File: src/rtl/wb_sel_arb.sv
// ============================================================================
// Module   : wb_sel_arb
// Summary  : N-source writeback result selector with fixed-priority or
//            round-robin arbitration and a one-entry output register.
// Revision : 1.0 - initial release
// ============================================================================
`default_nettype none

module wb_sel_arb #(
  parameter int WIDTH   = 32,
  parameter int NUM_SRC = 4,
  parameter int RR_MODE = 1,
  localparam int SRC_W  = (NUM_SRC > 1) ? $clog2(NUM_SRC) : 1
) (
  input  logic                       clk,
  input  logic                       rst_n,
  input  logic [NUM_SRC-1:0]         src_valid,
  input  logic [NUM_SRC*WIDTH-1:0]   src_data,
  output logic [NUM_SRC-1:0]         src_ready,
  output logic                       out_valid,
  output logic [WIDTH-1:0]           out_data,
  output logic [SRC_W-1:0]           out_src,
  input  logic                       out_ready
);

  localparam logic [SRC_W-1:0] C_LAST_IDX = SRC_W'(NUM_SRC - 1);

  logic                 r_out_valid;
  logic [WIDTH-1:0]     r_out_data;
  logic [SRC_W-1:0]     r_out_src;
  logic [SRC_W-1:0]     r_ptr;

  logic                 w_load_en;
  logic                 w_gnt_any;
  logic [SRC_W-1:0]     w_gnt_idx;
  logic                 w_xfer;
  logic [WIDTH-1:0]     w_sel_data;
  logic [SRC_W-1:0]     w_ptr_nxt;

  function automatic logic [SRC_W-1:0] f_lowest(input logic [NUM_SRC-1:0] v);
    f_lowest = '0;
    for (int i = NUM_SRC - 1; i >= 0; i--) begin
      if (v[i]) f_lowest = SRC_W'(i);
    end
  endfunction

  assign w_load_en = !r_out_valid || out_ready;
  assign w_gnt_any = |src_valid;

  generate
    if (RR_MODE != 0) begin : g_rr
      logic [NUM_SRC-1:0] w_mask;
      logic [NUM_SRC-1:0] w_req_hi;

      for (genvar i = 0; i < NUM_SRC; i++) begin : g_mask
        assign w_mask[i] = (SRC_W'(i) >= r_ptr);
      end

      // Requests at or above the pointer take precedence; otherwise wrap to
      // the lowest-index request below it.
      assign w_req_hi  = src_valid & w_mask;
      assign w_gnt_idx = (|w_req_hi) ? f_lowest(w_req_hi) : f_lowest(src_valid);
    end else begin : g_fp
      assign w_gnt_idx = f_lowest(src_valid);
    end
  endgenerate

  assign w_xfer = w_load_en && w_gnt_any;

  generate
    for (genvar i = 0; i < NUM_SRC; i++) begin : g_rdy
      assign src_ready[i] = rst_n && w_xfer && (w_gnt_idx == SRC_W'(i));
    end
  endgenerate

  always_comb begin
    w_sel_data = '0;
    for (int i = 0; i < NUM_SRC; i++) begin
      if (w_gnt_idx == SRC_W'(i)) w_sel_data = src_data[i*WIDTH +: WIDTH];
    end
  end

  assign w_ptr_nxt = (w_gnt_idx == C_LAST_IDX) ? '0 : w_gnt_idx + SRC_W'(1);

  always_ff @(posedge clk or negedge rst_n) begin
    if (!rst_n) begin
      r_out_valid <= 1'b0;
      r_out_data  <= '0;
      r_out_src   <= '0;
      r_ptr       <= '0;
    end else begin
      if (w_xfer) begin
        r_out_valid <= 1'b1;
        r_out_data  <= w_sel_data;
        r_out_src   <= w_gnt_idx;
        r_ptr       <= w_ptr_nxt;
      end else if (out_ready) begin
        r_out_valid <= 1'b0;
      end
    end
  end

  assign out_valid = r_out_valid;
  assign out_data  = r_out_data;
  assign out_src   = r_out_src;

endmodule

`default_nettype wire

File: config.mk
export PLATFORM = sky130hd
export DESIGN_NAME = wb_sel_arb
export DESIGN_NICKNAME = d
export VERILOG_FILES = /design/src/rtl/wb_sel_arb.sv
export SDC_FILE = /design/constraint.sdc
export NUM_CORES = 1
export LEC_CHECK = 0
export BUFFER_PORTS_ARGS = -buffer_cell sky130_fd_sc_hd__buf_2
export CELL_PAD_IN_SITES_DETAIL_PLACEMENT = 1
export CELL_PAD_IN_SITES_GLOBAL_PLACEMENT = 2
export CORE_MARGIN = 1
export CORE_UTILIZATION = 20
export CTS_BUF_LIST = sky130_fd_sc_hd__clkbuf_8
export CTS_CLUSTER_DIAMETER = 50
export DETAILED_ROUTE_END_ITERATION = 7
export GPL_ROUTABILITY_DRIVEN = 1
export GPL_TIMING_DRIVEN = 0
export HOLD_SLACK_MARGIN = 0.05
export PLACE_DENSITY_LB_ADDON = 0.1
export SETUP_SLACK_MARGIN = 0.05
export SLEW_MARGIN = 20
export SYNTH_ARGS = -nofsm -noshare
export SYNTH_HDL_FRONTEND = slang
export SYNTH_SLANG_ARGS = --single-unit
File: constraint.sdc
create_clock -name clk -period 2.3 [get_ports clk]
set_input_delay 0.23 -clock clk [delete_from_list [all_inputs] [get_ports clk]]
set_output_delay 0.23 -clock clk [all_outputs]
set_load 0.03 [all_outputs]
==> qor.yml <==
fp-row-count: 39
die_y_um: 112
grtUsageTotal_pct: 16.7
cpPeakStageDelay_ns: 0.44
synth_edf_count: 0
syn-num-nets: 373
yosysTopAreaCell: "dfrtp_1"
status: "finished, violations left"
setup_violations: 0
synth-simple-area-share_pct: 6.89
clk_pin_slew_ns: 0.08
wirelength_um: 10800
fin_crit_ns: 2.19
grt_overflow: 0
synth.top_cell.area_share_pct: 38.3
slew_viol_final: 0
clock_sinks: 37
fmax_ghz: 0.457
cap_violations: 0
p_leak_nw: 1.91
muxShareOfSynthArea_pct: 0.466
ir_drop_mv: 0.347
rrSetupSlack_ns: 0.11
synth-xor-area-share_pct: 0
drc: 20
die_x_um: 112
crit_slowest_cell: "dfrtp_2"
drive_above_1_share_pct: 69.3
failed_checks: "design-rule violations"
p_int_mw: 2.68
holdBufCountCts: 0
skew_ns: 0.00657
cp.arrival_ns: 2.35
boundaryPins: 174
max_slew_margin_pct: 33.6
power_mw: 5.10
worstMarginPinSlew_ns: 0.996
cp_max_fo: 10
power.net_switching_mw: 2.42
pwr-share-comb_pct: 68.7
wl_per_cell_um: 19.1
grt_pass1_vias: 3154
dieArea_sq_um: 12500
ys_top_cells_by_area: "dfrtp_1, o31ai_2, a221oi_1"
syn_inst: 234
synth_compound_area_share_pct: 45.7
drt_iter0_drc: 72
nets: 563
seqPwrFrac_pct: 21.8
worst_hold_path_type: "in -> async"
initial_utilization_pct: 20.8
wl_met3_um: 677
placed_area_sq_um: 3460
wl_met2_um: 5440
top_layer_used: "met4"
worst_setup_path_end_kind: "register"
synth-seq-cells: 37
clk_latency_ns: 0.29
hpwl_um: 7610
rsz0062_at_grt: "yes"
cts-root-buf: "clkbuf_8"
synth_ff_type: "dfrtp_1"
area_delta_synth_final_pct: 75.4
core_area_sq_um: 11600
async_flop_share_pct: 100
ant_nets: 0
synth_top_family_by_area: "compound AO/OA/AOI/OAI gates"
port-buffer-count: 173
wl_met1_um: 4660
tritoncts: "yes"
antenna_found_initial: 0
finalHoldViolCount: 0
final_cell_area_sq_um: 4240
synth_adder_area_share_pct: 2.07
setup.worst_path.class: "reg -> reg"
netlist_area_sq_um: 2410
via_per_inst: 4.96
fin_util_pct: 36.5
yosys_warnings: 0
required_ns: 2.46
gp_congestion: 0.684
ys_types: 34
p_sw_share_pct: 47.5
vias: 2818
fin_crit_sh_pct: 95.1
pwr-share-clk_pct: 9.5
grt_pass1_wl_um: 16400
worst-path-buf-inv: 1
path_delay_family: "simple AND/OR/NAND/NOR gates"
clk_path_buf_depth: 2
avgSynthCellArea_sq_um: 10.3
cts-htree-levels: 2
powerDensity_nw_per_um2: 1200
grt_max_degree: 42
fin_setup_tns_ns: 0
drtPass1Iterations: 6
path_cells: "nand2b_1 -> a21oi_2 -> or3_4 -> ha_2 -> or2_4 -> buf_8 -> a221oi_2 -> o31ai_2"
start_kind: "register"
numCtsBuffers: 5
fillCellCount: 1375
ys_seq_area_share_pct: 38.3
[cell type report]
| type | instances | area, sq um | share of cell area (%) |
|---|---|---|---|
| diodes | 1 | 2.50 | 0.0591 |
| plain buffers | 27 | 274 | 6.47 |
| clock buffers | 6 | 82.6 | 1.95 |
| clock inverters | 1 | 3.75 | 0.0886 |
| inverters | 1 | 3.75 | 0.0886 |
| multi-input cells | 167 | 1730 | 40.9 |
| flip-flops and latches | 37 | 928 | 21.9 |
| well taps | 143 | 179 | 4.22 |
| repair buffers | 185 | 1030 | 24.3 |
[cells in the mapped netlist (3+ instances only)]
master and count:
a221oi_1 31, and3_1 4, buf_2 3, buf_6 5, clkbuf_1 20, dfrtp_1 37
ha_1 4, nand2b_1 6, o21ai_0 28, o21ai_1 6, o22ai_1 31, o31ai_2 30
[cell usage in the layout (no fill, tap or decap), types with 3 or more instances in the layout]
| master | instances |
|---|---|
| a221oi_2 | 19 |
| a221oi_4 | 11 |
| and3_1 | 4 |
| buf_12 | 5 |
| buf_2 | 174 |
| buf_4 | 12 |
| buf_6 | 6 |
| clkbuf_1 | 6 |
| clkbuf_16 | 4 |
| clkbuf_8 | 6 |
| dfrtp_1 | 35 |
| ha_2 | 3 |
| nand2b_1 | 5 |
| o21ai_0 | 28 |
| o21ai_1 | 6 |
| o22ai_1 | 31 |
| o31ai_2 | 30 |
[worst reg2reg max path: stages, from the launching register on]
cell and delay (ns):
dfrtp_2 0.44, nand2b_1 0.14, a21oi_2 0.09, or3_4 0.39, ha_2 0.22, or2_4 0.30
buf_8 0.18, a221oi_2 0.21, o31ai_2 0.10
[per-stage QoR]
step / cells / hold WS, ns / setup slack (ns)
detailed placement: 550 / 0.460 / -0.384
finish: 568 / 0.104 / 0.113
CTS: 558 / 0.132 / 0.0139
global route: 567 / 0.163 / 0.0171
floorplan: 234 / -0.0656 / 0.115
global placement: 550 / 0.466 / -0.367
[worst paths after layout]
check | end | depth (start not counted) | start
max | out_data[9]$_DFFE_PN0P_ | 8 | r_ptr[1]$_DFFE_PN0P_
min | out_src[1]$_DFFE_PN0P_ | 1 | rst_n
max reg2reg | out_data[9]$_DFFE_PN0P_ | 8 | r_ptr[1]$_DFFE_PN0P_
min reg2reg | out_data[23]$_DFFE_PN0P_ | 2 | out_data[23]$_DFFE_PN0P_
max in group asynchronous | r_ptr[1]$_DFFE_PN0P_ | 1 | rst_n
min in group clk | out_data[24]$_DFFE_PN0P_ | 3 | src_data[88]
[routing by layer]
layer	track usage, %	vias to the layer above
met5	0	-
met4	3.24	0
met3	3.76	2
met2	29.9	98
met1	20.4	1370
li1	-	1348
[power groups by stage]
stage / clock [mW] / combinational [mW] / sequential [mW]
5_1_grt: 0.530 / 3.74 / 1.16
4_1_cts: 0.514 / 3.05 / 1.12
3_3_place_gp: 0 / 2.62 / 1.11
2_1_floorplan: 0 / 1.19 / 1.70
6_report: 0.486 / 3.50 / 1.11
3_5_place_dp: 0 / 2.62 / 1.12
[cell families after synthesis]
group / Yosys count
compound gates: 137
fa+ha+maj: 4
buf+inv: 30
flops: 37
mux: 1
simple gates: 25
[sequential cells by signal, summed over array words and instances (netlist names)]
signal and count:
out_data 32, out_src 2, r_ptr 2, out_valid 1
[what timing repair did]
item | 4_1_cts | 5_1_grt
setup endpoints to repair | 34 | 33
pin swaps | 2 | 7
gates resized for setup | 73 | 44
buffers inserted | 3 | 6
gates cloned | 0 | 3
(Power assumes the default switching activity.)
